<file path="src/rtl/uart_pkg.sv">
// UART shared types and constants.
// Common to the RX and TX paths.
package uart_pkg;

  localparam int DATA_BITS = 8;

  typedef enum logic [2:0] {
    IDLE,
    START,
    DATA,
    STOP,
    BREAK
  } rx_state_t;

endpackage

</file>
<file path="src/rtl/uart_rx_if.sv">
// Receive-side output bundle of the UART.
// The master drives it, the consumer uses the slave view.
interface uart_rx_if;
  import uart_pkg::*;

  logic [DATA_BITS-1:0] rx_data;
  logic                 rx_valid;
  logic                 frame_err;
  logic                 busy;

  modport master (
    output rx_data,
    output rx_valid,
    output frame_err,
    output busy
  );

  modport slave (
    input rx_data,
    input rx_valid,
    input frame_err,
    input busy
  );

endinterface

</file>
<file path="src/rtl/uart_rx_sync.sv">
// Two-flop synchronizer for the serial line plus a
// previous-sample flop used for start-edge detection.
module uart_rx_sync (
  input  logic clk,
  input  logic reset,
  input  logic rx_i,
  output logic rx_s,
  output logic start_edge
);

  logic s1_q;
  logic s2_q;
  logic prev_q;

  // All-zero reset: a line held low across reset never looks like a fall.
  always_ff @(posedge clk) begin
    if (!reset) begin
      s1_q   <= 1'b0;
      s2_q   <= 1'b0;
      prev_q <= 1'b0;
    end else begin
      s1_q   <= rx_i;
      s2_q   <= s1_q;
      prev_q <= s2_q;
    end
  end

  assign rx_s       = s2_q;
  assign start_edge = prev_q & ~s2_q;

endmodule

</file>
<file path="src/rtl/uart_rx.sv">
// 8N1 UART receiver: mid-bit sampling, one-cycle valid
// pulse per good byte, framing-error pulse on a low stop bit.
module uart_rx
  import uart_pkg::*;
#(
  parameter int CLKS_PER_BIT = 868
) (
  input  logic      clk,
  input  logic      reset,
  input  logic      rx_i,
  uart_rx_if.master bus
);

  localparam int CW = $clog2(CLKS_PER_BIT);
  localparam int IW = $clog2(DATA_BITS);

  localparam logic [CW-1:0] HALF = CW'(CLKS_PER_BIT / 2 - 1);
  localparam logic [CW-1:0] FULL = CW'(CLKS_PER_BIT - 1);
  localparam logic [IW-1:0] LAST = IW'(DATA_BITS - 1);

  logic rx_s;
  logic start_edge;

  rx_state_t            state_q, state_d;
  logic [CW-1:0]        cnt_q, cnt_d;
  logic [IW-1:0]        idx_q, idx_d;
  logic [DATA_BITS-1:0] shift_q, shift_d;
  logic [DATA_BITS-1:0] data_q, data_d;
  logic                 valid_q, valid_d;
  logic                 err_q, err_d;

  uart_rx_sync u_sync (
    .clk        (clk),
    .reset      (reset),
    .rx_i       (rx_i),
    .rx_s       (rx_s),
    .start_edge (start_edge)
  );

  always_ff @(posedge clk) begin
    if (!reset) begin
      state_q <= IDLE;
      cnt_q   <= '0;
      idx_q   <= '0;
      shift_q <= '0;
      data_q  <= '0;
      valid_q <= 1'b0;
      err_q   <= 1'b0;
    end else begin
      state_q <= state_d;
      cnt_q   <= cnt_d;
      idx_q   <= idx_d;
      shift_q <= shift_d;
      data_q  <= data_d;
      valid_q <= valid_d;
      err_q   <= err_d;
    end
  end

  always_comb begin
    state_d = state_q;
    cnt_d   = cnt_q + 1'b1;
    idx_d   = idx_q;
    shift_d = shift_q;
    data_d  = data_q;
    valid_d = 1'b0;
    err_d   = 1'b0;
    unique case (state_q)
      IDLE: begin
        cnt_d = '0;
        if (start_edge) state_d = START;
      end
      START: begin
        // A start bit that is high again at mid-bit was a glitch.
        if (cnt_q == HALF) begin
          cnt_d   = '0;
          idx_d   = '0;
          state_d = rx_s ? IDLE : DATA;
        end
      end
      DATA: begin
        if (cnt_q == FULL) begin
          cnt_d   = '0;
          shift_d = {rx_s, shift_q[DATA_BITS-1:1]};
          if (idx_q == LAST) state_d = STOP;
          else idx_d = idx_q + 1'b1;
        end
      end
      STOP: begin
        // Leaving mid-stop-bit lets a back-to-back start edge be seen.
        if (cnt_q == FULL) begin
          cnt_d = '0;
          if (rx_s) begin
            data_d  = shift_q;
            valid_d = 1'b1;
            state_d = IDLE;
          end else begin
            err_d   = 1'b1;
            state_d = BREAK;
          end
        end
      end
      BREAK: begin
        cnt_d = '0;
        if (rx_s) state_d = IDLE;
      end
      default: begin
        cnt_d   = '0;
        state_d = IDLE;
      end
    endcase
  end

  assign bus.rx_data   = data_q;
  assign bus.rx_valid  = valid_q;
  assign bus.frame_err = err_q;
  assign bus.busy      = (state_q != IDLE);

endmodule

</file>
<file path="src/flat_wrapper.sv">
// flat-port wrapper written by rule: the top's interface ports become plain ports
module uart_rx_flat import uart_pkg::*;
#(
  parameter int CLKS_PER_BIT = 868
)
  (clk, reset, rx_i, bus_rx_data, bus_rx_valid, bus_frame_err, bus_busy);
  uart_rx_if bus_i ();
  input  logic clk;
  input  logic reset;
  input  logic rx_i;
  output wire logic [$bits(bus_i.rx_data)-1:0] bus_rx_data;
  output wire logic [$bits(bus_i.rx_valid)-1:0] bus_rx_valid;
  output wire logic [$bits(bus_i.frame_err)-1:0] bus_frame_err;
  output wire logic [$bits(bus_i.busy)-1:0] bus_busy;
  assign bus_rx_data = bus_i.rx_data;
  assign bus_rx_valid = bus_i.rx_valid;
  assign bus_frame_err = bus_i.frame_err;
  assign bus_busy = bus_i.busy;
  uart_rx #(.CLKS_PER_BIT(CLKS_PER_BIT)) u_core (.clk(clk), .reset(reset), .rx_i(rx_i), .bus(bus_i));
endmodule
</file>
<file path="config.mk">
export PLATFORM = sky130hd
export DESIGN_NAME = uart_rx_flat
export DESIGN_NICKNAME = d
export VERILOG_FILES = /design/src/rtl/uart_pkg.sv /design/src/rtl/uart_rx_if.sv /design/src/rtl/uart_rx_sync.sv /design/src/rtl/uart_rx.sv /design/src/flat_wrapper.sv
export SDC_FILE = /design/constraint.sdc
export NUM_CORES = 1
export LEC_CHECK = 0
export CORE_MARGIN = 2
export CORE_UTILIZATION = 35
export CTS_CLUSTER_DIAMETER = 200
export DETAILED_ROUTE_END_ITERATION = 16
export GPL_ROUTABILITY_DRIVEN = 0
export GPL_TIMING_DRIVEN = 0
export PLACE_DENSITY = 0.49
export SLEW_MARGIN = 5
export SYNTH_ARGS = -nofsm -noshare
export SYNTH_HDL_FRONTEND = slang
export SYNTH_HIERARCHICAL = 1
export SYNTH_SLANG_ARGS = --single-unit
</file>
<file path="constraint.sdc">
create_clock -name clk -period 4.19 [get_ports clk]
set_input_delay 0.419 -clock clk [delete_from_list [all_inputs] [get_ports clk]]
set_output_delay 0.419 -clock clk [all_outputs]
set_load 0.02 [all_outputs]
</file>
# After elaboration in Yosys (flattened, before gate mapping)
# Cells that the tools add are included.
[op_classes]
bitwise = 2
n_mux = 18
eq_ne = 14
n_reduce_logical = 9
add_sub_neg = 2
[ops]
columns = ["cell", "count"]
rows = [
  ["3-bit 2-to-1 mux", 10],
  ["10-bit 2-to-1 mux", 2],
  ["10-bit one-hot mux with 2 select lines", 1],
  ["3-bit one-hot mux with 5 select lines", 1],
  ["10-bit by 1-bit adder with 10-bit output, second input constant", 1],
  ["10-bit equality test, second input constant", 1],
  ["10-bit by 9-bit equality test with 1-bit output, second input constant", 1],
  ["2-bit by 1-bit inequality test with 1-bit output, second input constant", 5],
  ["3-bit by 2-bit equality test with 1-bit output, second input constant", 2],
  ["3-bit equality test, second input constant", 2],
  ["3-bit one-hot mux with 2 select lines", 1],
  ["3-bit AND reduction", 2],
  ["6-bit AND reduction", 1],
  ["2-bit inequality test, second input constant", 2],
  ["4-bit AND reduction", 1],
  ["3-bit by 1-bit adder with 3-bit output, second input constant", 1],
  ["3-bit by 1-bit equality test with 1-bit output, second input constant", 1],
  ["3-bit logical NOT", 1],
  ["3-bit nonzero test", 1],
  ["1-bit 2-to-1 mux", 2],
  ["2-bit 2-to-1 mux", 1],
  ["2-bit AND reduction", 1],
  ["2-bit nonzero test", 1],
  ["2-bit OR reduction", 1],
  ["2 further kinds", 2],
]
[totals]
inputBits = 3
ff_bits = 37

# Logic depth before layout (Yosys ltp)
# Gate-level depths: netlist of run 1.
[logic_depth]
word_depth = 4
mapped_depth = 7
depth_no_buf = 7

# Modules after synthesis
# The synthesis of run 1 kept the hierarchy.
[by_module_without_submodules]
columns = ["module", "instances", "cells_per_inst", "area_each_um2", "seq_area_each_um2"]
rows = [
  ["uart_rx", 1, 165, 1503.9, 680.7],
  ["uart_rx_sync", 1, 7, 88.8, 60.1],
]

# Worst setup path before layout of run 1
# OpenSTA, ideal clock, no wires.
[synth_path]
path_type = "register to register"
startpoint = "reg u_core.state_q[1]"
endpoint = "reg u_core.idx_q[0]"
required_time_ns = 4.062
path_stages_with_launch = 7
t_arrival_ns = 1.728
slack_ns = 2.335
synth_period_minus_slack_ns = 1.855
setup_time_ns = 0.128
path_buffers = 1
cell_sequence = "dfxtp_1 buf_4 or3b_1 or4_4 a21oi_4 mux2i_1 nor2_1"
[synth_via]
elab_chain_len = 3
elab_cells_between_ends = 8
[synth_lines]
columns = ["item", "line_no", "rtl"]
rows = [
  ["from (decl)", "uart_rx.sv:24", "rx_state_t state_q, state_d;"],
  ["from (signal assigned)", "uart_rx.sv:50", "state_q <= state_d;"],
  ["3-bit by 2-bit equality test with 1-bit output or 3-bit by 1-bit equality test with 1-bit output (tied branches)", "uart_rx.sv:68", "unique case (state_q)"],
  ["2-bit inequality test (no source line) (tied with other cells)", "--", ""],
  ["4-bit AND reduction (no source line)", "--", ""],
  ["to (signal assigned)", "uart_rx.sv:52", "idx_q <= idx_d;"],
  ["to (decl)", "uart_rx.sv:26", "logic [IW-1:0] idx_q, idx_d;"],
]
# Parallel ways exist; a longest one is shown, timed or not.
# A chain may end at the register's enable or synchronous reset.

# Worst setup path after layout of run 1
[layout_path]
startpoint = "reg u_core.state_q[0]"
endpoint = "out bus_busy"
[layout_via]
elab_chain_len = 1
[layout_lines]
columns = ["item", "line_no", "rtl"]
rows = [
  ["3-bit nonzero test", "uart_rx.sv:117", "assign bus.busy = (state_q != IDLE);"],
  ["to (decl)", "flat_wrapper.sv:14", "output wire logic [$bits(bus_i.busy)-1:0] bus_busy;"],
]
# Every way passes these cells.

==> results of run 1 <==
[cell usage in the layout (no fill, tap or decap), types with 3 or more instances in the layout]
cell type        instances
dfxtp_1                 37
xnor2_1                  3
o21ai_0                  3
nand2_1                 14
nor2_1                  24
clkbuf_1                 6
xor2_1                   5
ha_1                     4
a21boi_0                 3
clkdlybuf4s50_1         13
nor3_1                   3
mux2i_1                 11
clkbuf_8                 5
inv_1                    3
a21oi_1                  5
nand2b_1                 3
and2_1                   3
nand3_1                 17
[worst max path at each step]
stage,start,to,slack (ps),depth (start not counted)
3_5_place_dp,reset,u_core/cnt_q[8],2060,4
6_report,u_core/state_q[0],bus_busy,1990,3
5_1_grt,u_core/state_q[0],bus_busy,1920,3
2_1_floorplan,u_core/state_q[1],u_core/idx_q[0],2330,6
4_1_cts,u_core/state_q[0],bus_busy,1970,3
3_3_place_gp,reset,u_core/cnt_q[9],2080,4
[layout make-up]
type	count	area [sq um]	area share, %
Clock buffer	5	68.8	3.64
Timing Repair Buffer	13	130	6.88
Inverter	3	11.3	0.595
Tap cell	52	65.1	3.44
Clock inverter	2	35.0	1.85
Buffer	8	35.0	1.85
Sequential cell	37	741	39.2
Multi-Input combinational cell	124	806	42.6
[metrics by stage]
step                hold WS, ps  instances  power, mW  worst slack, ps
floorplan                   406        172      0.427             2330
global placement            420        237      0.450             2080
detailed placement          421        237      0.452             2060
CTS                         443        244      0.746             1970
global route                451        244      0.773             1920
finish                      436        244      0.736             1990
[per-layer routing]
metal | GRT usage, % | routed length (um) | vias up
met5 | 0 | 0 | -
met4 | 5.03 | 49 | 0
met3 | 4.36 | 105 | 6
met2 | 20.7 | 1350 | 19
met1 | 18.6 | 1660 | 555
li1 | - | - | 629
[critical path, cell delays in order, from the launching register on]
cell and delay, ps:
dfxtp_1 320, clkbuf_1 220, or3_1 410, clkdlybuf4s50_1 540
[cell families (layout without fill, tap and decap cells)]
kind of cell	count (synthesis)	count (layout)	synth area share, %
AO/OA/AOI/OAI	18	18	8.48
XOR/XNOR	8	8	4.40
adder cells (fa/ha/maj)	4	4	3.14
buffers and inverters	11	31	2.91
flip-flops	37	37	46.5
multiplexers	12	12	7.62
AND/OR/NAND/NOR	82	82	26.9
[flip-flops by register name, indices dropped and copies added (netlist names)]
signal                count
u_core/bus.rx_data        8
u_core/shift_q            8
u_core/bus.rx_valid       1
u_core/u_sync/rx_s        1
u_core/u_sync/prev_q      1
u_core/state_q            3
u_core/cnt_q             10
u_core/idx_q              3
u_core/u_sync/s1_q        1
u_core/bus.frame_err      1
[power groups by stage]
stage	registers (mW)	clock network [mW]	logic (mW)
finish	0.361	0.292	0.0828
global route	0.362	0.319	0.0927
CTS	0.361	0.302	0.0834
detailed placement	0.369	0	0.0823
global placement	0.369	0	0.0811
floorplan	0.368	0	0.0590
==> results by stage, run 1 <==
Clocking:
- Counting along the longest clock path gives a buffer depth of 2.
- After clock tree synthesis, the clock-pin slew on the worst setup and hold paths is 70 ps.
- The TritonCTS buffer count is 5.
- The number of setup buffers added after CTS is 0.
- Clock latency on the worst-skew pair, taken at its later pin, is 280 ps.
- After clock tree synthesis, the repair step resized 0 gates.
- The H-tree generated during clock tree synthesis spans 2 levels.
- The clock tree root driver cell is clkbuf_8.
- TritonCTS built the clock tree.
- CTS saw 37 sinks.
- The total of hold buffers inserted after clock tree synthesis is 0.

Timing:
- Timing would allow up to 455 MHz.
- The pin slew with the least headroom to its limit is 796 ps.
- Setup repair after global routing left no endpoint under its margin.
- The clock arrives with 4.40 ps of skew.
- The number of failing setup endpoints in the final timing report is 0.
- Of the available clock period, the critical path in the final layout requires 52.4%.
- The time the worst path needs with I/O delays and setup is 2200 ps.
- The setup TNS is 0 ps.
- In this run the tightest slew margin relative to its limit is 46.9%.
- The number of max-slew violations in the final report was 0.
- The count of final hold-check violations came to 0.

Synthesis:
- During synthesis, Yosys emitted a total of 6 warnings.
- When the netlist entered floorplanning its net count stood at 179.
- Counting instances in the post-synthesis netlist gives the leading cell types as 37 x dfxtp_1, 24 x nor2_1, 17 x nand3_1, 14 x nand2_1, 11 x mux2i_1.
- The post-synthesis cell type with the largest combined area is dfxtp_1.
- The predominant post-synthesis flop cell is dfxtp_1.
- The post-synthesis sequential area ratio is 46.5%.
- Of all flip-flops after synthesis, the portion carrying an async set or reset was 0%.
- Yosys attributes the largest share of cell area to dfxtp_1 47%, mux2i_1 6.9%, nor2_1 5.7%.
- The number of enable flip-flop cells after synthesis is 0.
- The post-synthesis average cell area is 9.26 sq um.
- Summing every instance area after synthesis gives 1590 sq um.
- The synthesized instance count is 172.
- After synthesis, the largest area contributor takes up 46.5% of total cell area.
- The number of unique standard cell types used by synthesis is 41.
- After synthesis the netlist holds a flip-flop and latch count of 37.
- The cell with the most instances after synthesis is dfxtp_1.

Global routing:
- Global routing used 13.8% of the available tracks.
- The via count of the first global-routing pass was 1215.
- The global route total overflow is 0.
- The first-pass GRT wire length is 5550 um.
- The pin count of the biggest net entering global routing is 12.
- The number of antenna violations at the first check in global routing was 0.

Power and ir drop:
- The internal portion of the total power is 563 uW.
- In this run switching power makes up 23.5% of total power.
- The leakage power summed over all cells is 0.708 nW.
- In this run, the clock network consumes 39.7% of the power.
- The power density normalized to cell area is 389 nW/um^2.
- Summed over all nets, the switching power comes to 173 uW.
- Combinational logic burns 11.2% of the power.
- VDD sags by at most 0.214 mV.
- The share of power burned in registers is 49.0%.

Flow run:
- Max-cap violations in this run came to 0.

Route:
- The detailed router placed 1209 vias in this run.
- In the final routed layout, each cell accounts on average for 13.0 um.
- The violation count after the first detailed-routing iteration is 38.
- The total detailed-routing wirelength is 3160 um.
- In the routed design, unresolved DRC markers number 0.
- The number of vias per cell after detailed routing is 4.95.
- The first detailed-routing pass ran for 4 iterations.
- The post-route antenna net violation count is 0.

Die:
- In this run the core area contains 24 standard-cell rows.
- The starting density of the core is 36.3%.
- The die area is 5110 sq um.
- The I/O pin count is 14.
- The die is 71.5 um tall.
- The die span in x is 71.5 um.
- In this run the standard cell core region covers 4380 sq um.

Finish:
- Fill cells in the final layout number 423.
- Relative to the synthesized area, the layout overhead comes to 18.8%.
- Once layout is done, the placed cells without fillers occupy 1890 sq um.
- The number of inserted diodes is 0.
- At the end of the flow the core is filled with cells to 43.2%.
- The share of post-route cells with drive strength above 1 is 9.38%.
- The total number of nets in the final design is 199.

Worst setup path:
- In this run the worst path has a maximum fanout of 10.
- The worst flop-to-flop path startpoint is u_core/state_q[1].
- The element type at the critical path start is a flop.
- The endpoint identified for the worst register-to-register timing path is u_core/idx_q[1].
- Across all register-to-register paths, the minimum setup slack is 2160 ps.
- For the worst setup path, the data required time is 3770 ps.
- The kind of end point of the critical path is an output port.
- By startpoint and endpoint, the worst setup path is classified as flop to output port.
- For the worst setup path, the data arrival time is 1780 ps.
- The worst-case reg-to-reg path depth is 6.

Placed design:
- After detailed placement, the total cell area comes to 1790 sq um.
- The HPWL after detailed placement is 2230 um.
- Buffers placed on the I/O ports in this run total 13.

Worst hold path:
- The capture endpoint of the worst hold path is u_core/u_sync/rx_s.
- The tightest min-delay check is of the flop to flop type.
- Along the worst hold path, the cell count comes to 1.
- The worst hold path begins at u_core/u_sync/s1_q.

Outcome:
- The flow ran to the end, and the final reports show no timing, DRC or antenna violations.
Note: power is estimated with default switching activity, not from simulation.
==> run 2: changes to the inputs <==
--- a/config.mk
+++ b/config.mk
@@ -11,7 +11,7 @@
 export DETAILED_ROUTE_END_ITERATION = 16
 export GPL_ROUTABILITY_DRIVEN = 0
 export GPL_TIMING_DRIVEN = 0
-export PLACE_DENSITY = 0.49
+export PLACE_DENSITY = 0.51
 export SLEW_MARGIN = 5
 export SYNTH_ARGS = -nofsm -noshare
 export SYNTH_HDL_FRONTEND = slang
==> constraint.sdc (replaced) <==
create_clock -name clk -period 1.95 [get_ports clk]
set_input_delay 0.195 -clock clk [delete_from_list [all_inputs] [get_ports clk]]
set_output_delay 0.195 -clock clk [all_outputs]
set_load 0.02 [all_outputs]
==> results by stage, run 2 (synthesis gave the netlist of run 1 again) <==
Outcome:
- The flow ran to the end, and the final reports show no timing, DRC or antenna violations.

Worst setup path:
- On the critical path the largest part of the delay comes from simple AND/OR/NAND/NOR gates.
- The worst setup path is captured at a flop.
- The cell type of the slowest stage on the worst timing path is or4_4.
- STA classifies the critical path startpoint as a flop.
- The count of buffer and inverter cells on the critical path is 1 (-1).
- The arrival time at the worst endpoint came to 2090 ps (+310 ps).
- The highest cell delay on the worst timing path is 530 ps (about the same).
- The biggest fanout along the worst timing path was 6 (-4).
- The worst flop-to-flop path startpoint is u_core/state_q[1].
- The worst register-to-register path ends at u_core/idx_q[0].
- The critical path goes through buf_6, or3b_4, or4_4, a21oi_4, mux2i_1, nor2_1.
- The data required time at the worst endpoint came to 2110 ps (-1660 ps).
- The worst setup slack for register-to-register paths came to 30 ps (-2130 ps).
- The worst-case reg-to-reg path depth was 6 (unchanged).
- The worst setup path is of the flop to flop kind.

Placed design:
- The number of buffer cells added on primary ports is 13 (unchanged).
- The HPWL after detailed placement came to 2100 um (-5.9%).

Clocking:
- The clock-pin slew reported for the worst setup and hold paths after clock tree synthesis is 70 ps (about the same).
- The TritonCTS buffer count is 5 (unchanged).
- The clock latency of the later-clocked register in the worst-skew pair came to 290 ps (about the same).
- The total of hold buffers inserted after clock tree synthesis came to 0 (unchanged).
- The CTS tree is built.
- The maximum level of the CTS H-tree was 2 (unchanged).
- The clock net sink count was 37 (unchanged).
- The clock tree root driver cell is clkbuf_8.
- The worst-case clock buffer depth is 2 (unchanged).

Power and ir drop:
- The proportion of power drawn by the clock network is 43.7% (+4.0 points).
- The share of total power consumed by net switching is 23.0% (-0.50 points).
- The share of power burned in combinational logic is 12.7% (+1.5 points).
- The power spent charging and discharging nets came to 412 uW (+140%).
- The power density normalized to cell area is 887 nW/um^2 (+130%).
- The leakage power summed over all cells is 0.784 nW (+11%).
- The largest vdd supply drop is 0.463 mV (+120%).
- The total internal power is 1.38 mW (+140%).
- The total power draw was 1.79 mW (+140%).
- The share of power burned in registers is 43.5% (-5.5 points).

Route:
- The remaining routing DRC violations is 0 (unchanged).
- The post-route antenna net violation count is 0 (unchanged).
- The violation count after the first detailed-routing iteration was 44 (+16%).
- The wire length per cell after detailed routing is 12.7 um (-1.7%).
- The count of vias placed by the detailed router is 1245 (+3.0%).
- The number of vias per cell after detailed routing is 4.98 (+0.51%).
- The first-pass iteration count of the detailed router is 4 (unchanged).
- The total detailed-routing wirelength came to 3190 um (+0.70%).

Finish:
- u_core/cnt_q holds more flip-flops than any other register.
- The combined area of the multi-input logic cells was 850 sq um (+5.4%).
- The top cell types in the final layout, fill and taps aside, are 34 x dfxtp_1, 24 x nor2_1, 17 x nand3_1.
- The layout filler cell count was 428 (+1.2%).
- The footprint of the flip-flops and latches was 744 sq um (+0.51%).
- Compared with the post-synthesis result, the final layout area differs by 26.6%.
- The number of inserted diodes is 0 (unchanged).
- The total number of nets in the final design came to 204 (+2.5%).
- Leaving out fill and tap cells, the most frequent cell in the layout is dfxtp_1.
- The share of post-route cells with drive strength above 1 came to 17.7% (+8.3 points).
- The flip-flop count of the largest register after layout is 10 (unchanged).

Timing:
- Setup repair after global routing could not meet its margin everywhere.
- The number of failing setup endpoints in the final timing report is 0 (unchanged).
- The headroom to the max-slew limit is 65.5% (+19 points).
- After layout, the worst path uses 98.6% of the clock period.
- The number of max-slew violations in the final report is 0 (unchanged).
- The setup TNS is 0 ps (unchanged).
- The worst clock skew was 6.55 ps (+2.15 ps).
- The maximum achievable frequency is 520 MHz.
- The count of final hold-check violations is 0 (unchanged).
- The time the worst path needs with I/O delays and setup is 1920 ps.
- The pin slew with the least headroom to its limit is 518 ps (-278 ps).

Die:
- The I/O pin count is 14 (unchanged).
- The die area was 5110 sq um (unchanged).
- The die outline height is 71.5 um (unchanged).
- The cell row count came to 24 (unchanged).
- The starting density of the core was 36.3% (unchanged).
- The die span in x is 71.5 um (unchanged).
- The area of the core region was 4380 sq um (unchanged).

Global routing:
- The global route total overflow is 0 (unchanged).
- The pin count of the biggest net entering global routing is 13 (+1).
- The first-pass GRT wire length is 5330 um (-3.9%).
- The total routing resource utilization after global routing was 13.0% (-0.76 points).
- The via count of the first global-routing pass is 1181 (-2.8%).
- The number of antenna violations at the first check in global routing is 0 (unchanged).

Worst hold path:
- The min-delay analysis places its worst path in the category flop to flop.
- The depth of the worst hold-timing path came to 1 (unchanged).
- The capture endpoint of the worst hold path is u_core/u_sync/rx_s.
- The worst hold path begins at u_core/u_sync/s1_q.

Flow run:
- The number of max-cap violations was 0 (unchanged).
==> run 2: cell count changes in the layout (fill, tap and decap cells not counted), sizes merged <==
cell,previous run,this run
dlygate4sd2,0,1
bufinv,1,2
buf,2,6
clkdlybuf4s50,13,12
clkbuf,11,12
==> run 2: what timing repair did <==
item | in CTS | in global routing
cloned | 0 | 0
endpoints found under the setup margin | 29 | 33
setup buffers | 0 | 5
gates resized for setup | 4 | 16
pin swaps | 1 | 2
==> run 2: how the worst max path moves through the flow <==
stage                       from                 to  slack [ps]  cells past startpoint
2_1_floorplan  u_core/state_q[1]    u_core/idx_q[0]          90                      6
3_3_place_gp   u_core/state_q[1]    u_core/idx_q[0]         -10                      6
3_5_place_dp   u_core/state_q[1]    u_core/idx_q[0]         -60                      6
4_1_cts          u_core/cnt_q[2]    u_core/cnt_q[6]         -40                      5
5_1_grt          u_core/cnt_q[2]  u_core/state_q[0]         -40                      5
6_report       u_core/state_q[1]    u_core/idx_q[0]          30                      6
==> run 2: layout make-up <==
cell class,instances,share of cell area [%]
Inverter,3,0.559
Tap cell,52,3.23
Buffer,8,2.23
Multi-Input combinational cell,124,42.1
Clock buffer,5,3.41
Clock inverter,3,3.23
Timing Repair Buffer,18,8.26
Sequential cell,37,36.9
==> run 2: power by group through the flow <==
stage               Sequential, mW  Combinational, mW  Clock, mW
floorplan                    0.792              0.127          0
global placement             0.794              0.174          0
detailed placement           0.794              0.176          0
CTS                          0.777              0.175      0.806
global route                 0.779              0.249      0.834
finish                       0.778              0.227      0.782
==> run 2: routing by layer <==
layer / track usage, % / up-vias / part of all wire, %
li1: - / 644 / -
met5: 0 / - / 0
met3: 3.38 / 5 / 2.6
met2: 21.0 / 15 / 49
met4: 5.66 / 0 / 1.2
met1: 16.4 / 581 / 47
==> run 2: per-stage QoR <==
stage,setup WS [ps],util (%),area [sq um],hold WS (ps),cells
5_1_grt,-40.4,46.0,2020,459,250
4_1_cts,-43.2,44.0,1930,437,245
6_report,27.2,46.0,2020,433,250
2_1_floorplan,94.6,-,1590,317,172
3_3_place_gp,-13.5,40.8,1790,415,237
3_5_place_dp,-60.9,40.8,1790,416,237
==> run 3: changes to the inputs <==
--- a/config.mk
+++ b/config.mk
@@ -10,7 +10,7 @@
 export CTS_CLUSTER_DIAMETER = 200
 export DETAILED_ROUTE_END_ITERATION = 16
 export GPL_ROUTABILITY_DRIVEN = 0
-export GPL_TIMING_DRIVEN = 0
+export GPL_TIMING_DRIVEN = 1
 export PLACE_DENSITY = 0.51
 export SLEW_MARGIN = 5
 export SYNTH_ARGS = -nofsm -noshare
==> results by stage, run 3 (synthesis gave the netlist of run 1 again) <==
Outcome:
- The run finished with clean final reports.

Worst setup path:
- The biggest fanout along the worst timing path was 5 (-1).
- The worst setup path is captured at a flop.
- The critical path class is flop to flop.
- The element type at the critical path start is a flop.
- The data required time at the worst endpoint is 2130 ps (+20 ps).
- The arrival time at the worst endpoint is 2040 ps (-50 ps).

Power and ir drop:
- The total internal power came to 1.11 mW (-19%).
- The share of total power consumed by net switching was 26.4% (+3.4 points).
- The total power draw is 1.50 mW (-16%).
- The leakage power summed over all cells is 0.788 nW (+0.52%).
- The share of power burned in registers is 51.5% (+8.0 points).
- The largest vdd supply drop was 0.372 mV (-20%).
- The power density normalized to cell area is 763 nW/um^2 (-14%).
- The power spent charging and discharging nets came to 397 uW (-3.6%).
- The share of power burned in combinational logic is 14.0% (+1.3 points).
- The proportion of power drawn by the clock network is 34.5% (-9.2 points).

Clocking:
- Clock tree synthesis selected as its root buffer the cell clkbuf_8.
- The TritonCTS buffer count is 5 (unchanged).
- The clock net sink count is 37 (unchanged).
- The maximum level of the CTS H-tree is 2 (unchanged).
- The clock latency of the later-clocked register in the worst-skew pair was 290 ps (about the same).
- The worst-case clock buffer depth is 2 (unchanged).
- The CTS tree is built.
- The clock-pin slew reported for the worst setup and hold paths after clock tree synthesis came to 70 ps (about the same).

Finish:
- The share of post-route cells with drive strength above 1 is 16.2% (-1.5 points).
- The flip-flop count of the largest register after layout is 10 (unchanged).
- The final core utilization came to 45.0% (-1.0 points).
- The area growth from synthesis to layout is 23.8%.
- The total number of nets in the final design is 204 (unchanged).
- In the layout the commonest cells are 37 x dfxtp_1, 24 x nor2_1, 17 x nand3_1.
- The register with the most flip-flops in the final layout is u_core/cnt_q.
- The most frequent standard cell in the layout excluding fill and tap cells is dfxtp_1.
- The number of inserted diodes was 0 (unchanged).

Route:
- The number of vias per cell after detailed routing was 4.99 (+0.24%).
- The post-route antenna net violation count is 0 (unchanged).
- The wire length per cell after detailed routing was 12.4 um (-2.8%).
- The violation count after the first detailed-routing iteration is 39 (-11%).
- The total detailed-routing wirelength is 3100 um (-2.8%).
- The remaining routing DRC violations is 0 (unchanged).
- The first-pass iteration count of the detailed router was 4 (unchanged).
- The count of vias placed by the detailed router is 1248 (+0.24%).

Die:
- The I/O pin count is 14 (unchanged).
- The die area is 5110 sq um (unchanged).
- The die outline height is 71.5 um (unchanged).
- The die span in x is 71.5 um (unchanged).
- The starting density of the core was 36.3% (unchanged).
- The area of the core region was 4380 sq um (unchanged).
- The cell row count came to 24 (unchanged).

Timing:
- The number of max-slew violations in the final report came to 0 (unchanged).
- Setup repair after global routing left no endpoint under its margin.
- The maximum achievable frequency is 538 MHz (+3.5%).
- The count of final hold-check violations is 0 (unchanged).
- The headroom to the max-slew limit came to 76.1% (+11 points).
- The setup TNS is 0 ps (unchanged).
- The pin slew with the least headroom to its limit is 358 ps (-160 ps).
- The time the worst path needs with I/O delays and setup is 1860 ps (-65.2 ps).
- The final critical-path share of the clock period was 95.3% (-3.3 points).
- The number of failing setup endpoints in the final timing report is 0 (unchanged).
- The worst clock skew is 5.44 ps (-1.11 ps).

Placed design:
- The number of buffer cells added on primary ports is 13 (unchanged).
- The HPWL after detailed placement is 2270 um (+8.0%).

Worst hold path:
- The class of the tightest hold or removal check is flop to flop.

Global routing:
- The via count of the first global-routing pass is 1204 (+1.9%).
- The total routing resource utilization after global routing is 13.6% (+0.62 points).
- The first-pass GRT wire length came to 5460 um (+2.5%).
- The pin count of the biggest net entering global routing came to 16 (+3).
- The number of antenna violations at the first check in global routing was 0 (unchanged).
- The global route total overflow is 0 (unchanged).

Flow run:
- The number of max-cap violations is 0 (unchanged).
-- run 3: cell count changes in the layout (fill, tap and decap cells not counted), sizes merged --
cell / before / now
clkbuf: 12 / 5
clkinv: 1 / 2
buf: 6 / 13
clkinvlp: 0 / 1
dlymetal6s2s: 0 / 1
bufinv: 2 / 0
dlygate4sd2: 1 / 0
-- run 3: cell type report --
| type | instances | area, sq um |
|---|---|---|
| fill | 424 | 2410 |
| tap | 52 | 65.1 |
| inverter | 3 | 11.3 |
| clock inverter | 3 | 17.5 |
| clock buffer | 5 | 68.8 |
| timing repair buffer | 26 | 243 |
| multi-input combinational | 124 | 826 |
| sequential | 37 | 741 |
-- run 3: worst max-delay path: stages (launching register included) --
cell and delay, ps:
dfxtp_1 370, or3b_4 430, o31ai_1 370, o221ai_2 170, buf_4 180, o41ai_1 240
-- run 3: routing by layer --
metal	wire (um)	share of wire (%)	GRT usage, %	vias to the layer above
li1	-	-	-	640
met1	1490	48	17.4	587
met2	1460	47	21.4	15
met3	98	3.2	4.64	6
met4	53	1.7	5.03	0
met5	0	0	0	-
-- run 3: what timing repair did --
| action | CTS | global route |
|---|---|---|
| setup buffers | 0 | 1 |
| pin swaps | 0 | 3 |
| endpoints found under the setup margin | 1 | 16 |
| resized for setup | 1 | 4 |
| hold buffers | 0 | 0 |
-- run 3: power groups by stage --
stage / sequential [mW] / clock, mW / combinational [mW]
floorplan: 0.792 / 0 / 0.127
global placement: 0.792 / 0 / 0.208
detailed placement: 0.792 / 0 / 0.211
CTS: 0.774 / 0.545 / 0.217
global route: 0.776 / 0.571 / 0.233
finish: 0.774 / 0.519 / 0.211
-- run 3: metrics by stage --
step / hold WS, ps / instance area, sq um / std cells / worst slack, ps
after CTS: 436 / 1950 / 249 / 43.2
after detailed placement: 419 / 1860 / 241 / 7.12
after floorplan: 317 / 1590 / 172 / 94.6
after global placement: 413 / 1860 / 241 / 74.5
final: 431 / 1970 / 250 / 92.4
after global routing: 459 / 1970 / 250 / 13.0
-- run 3: worst paths after layout --
kind	slack, ps	to	start	cells past startpoint
max	90	u_core/state_q[2]	u_core/cnt_q[8]	5
min reg2reg	430	u_core/u_sync/rx_s	u_core/u_sync/s1_q	1
min	430	u_core/u_sync/rx_s	u_core/u_sync/s1_q	1
max reg2reg	90	u_core/state_q[2]	u_core/cnt_q[8]	5
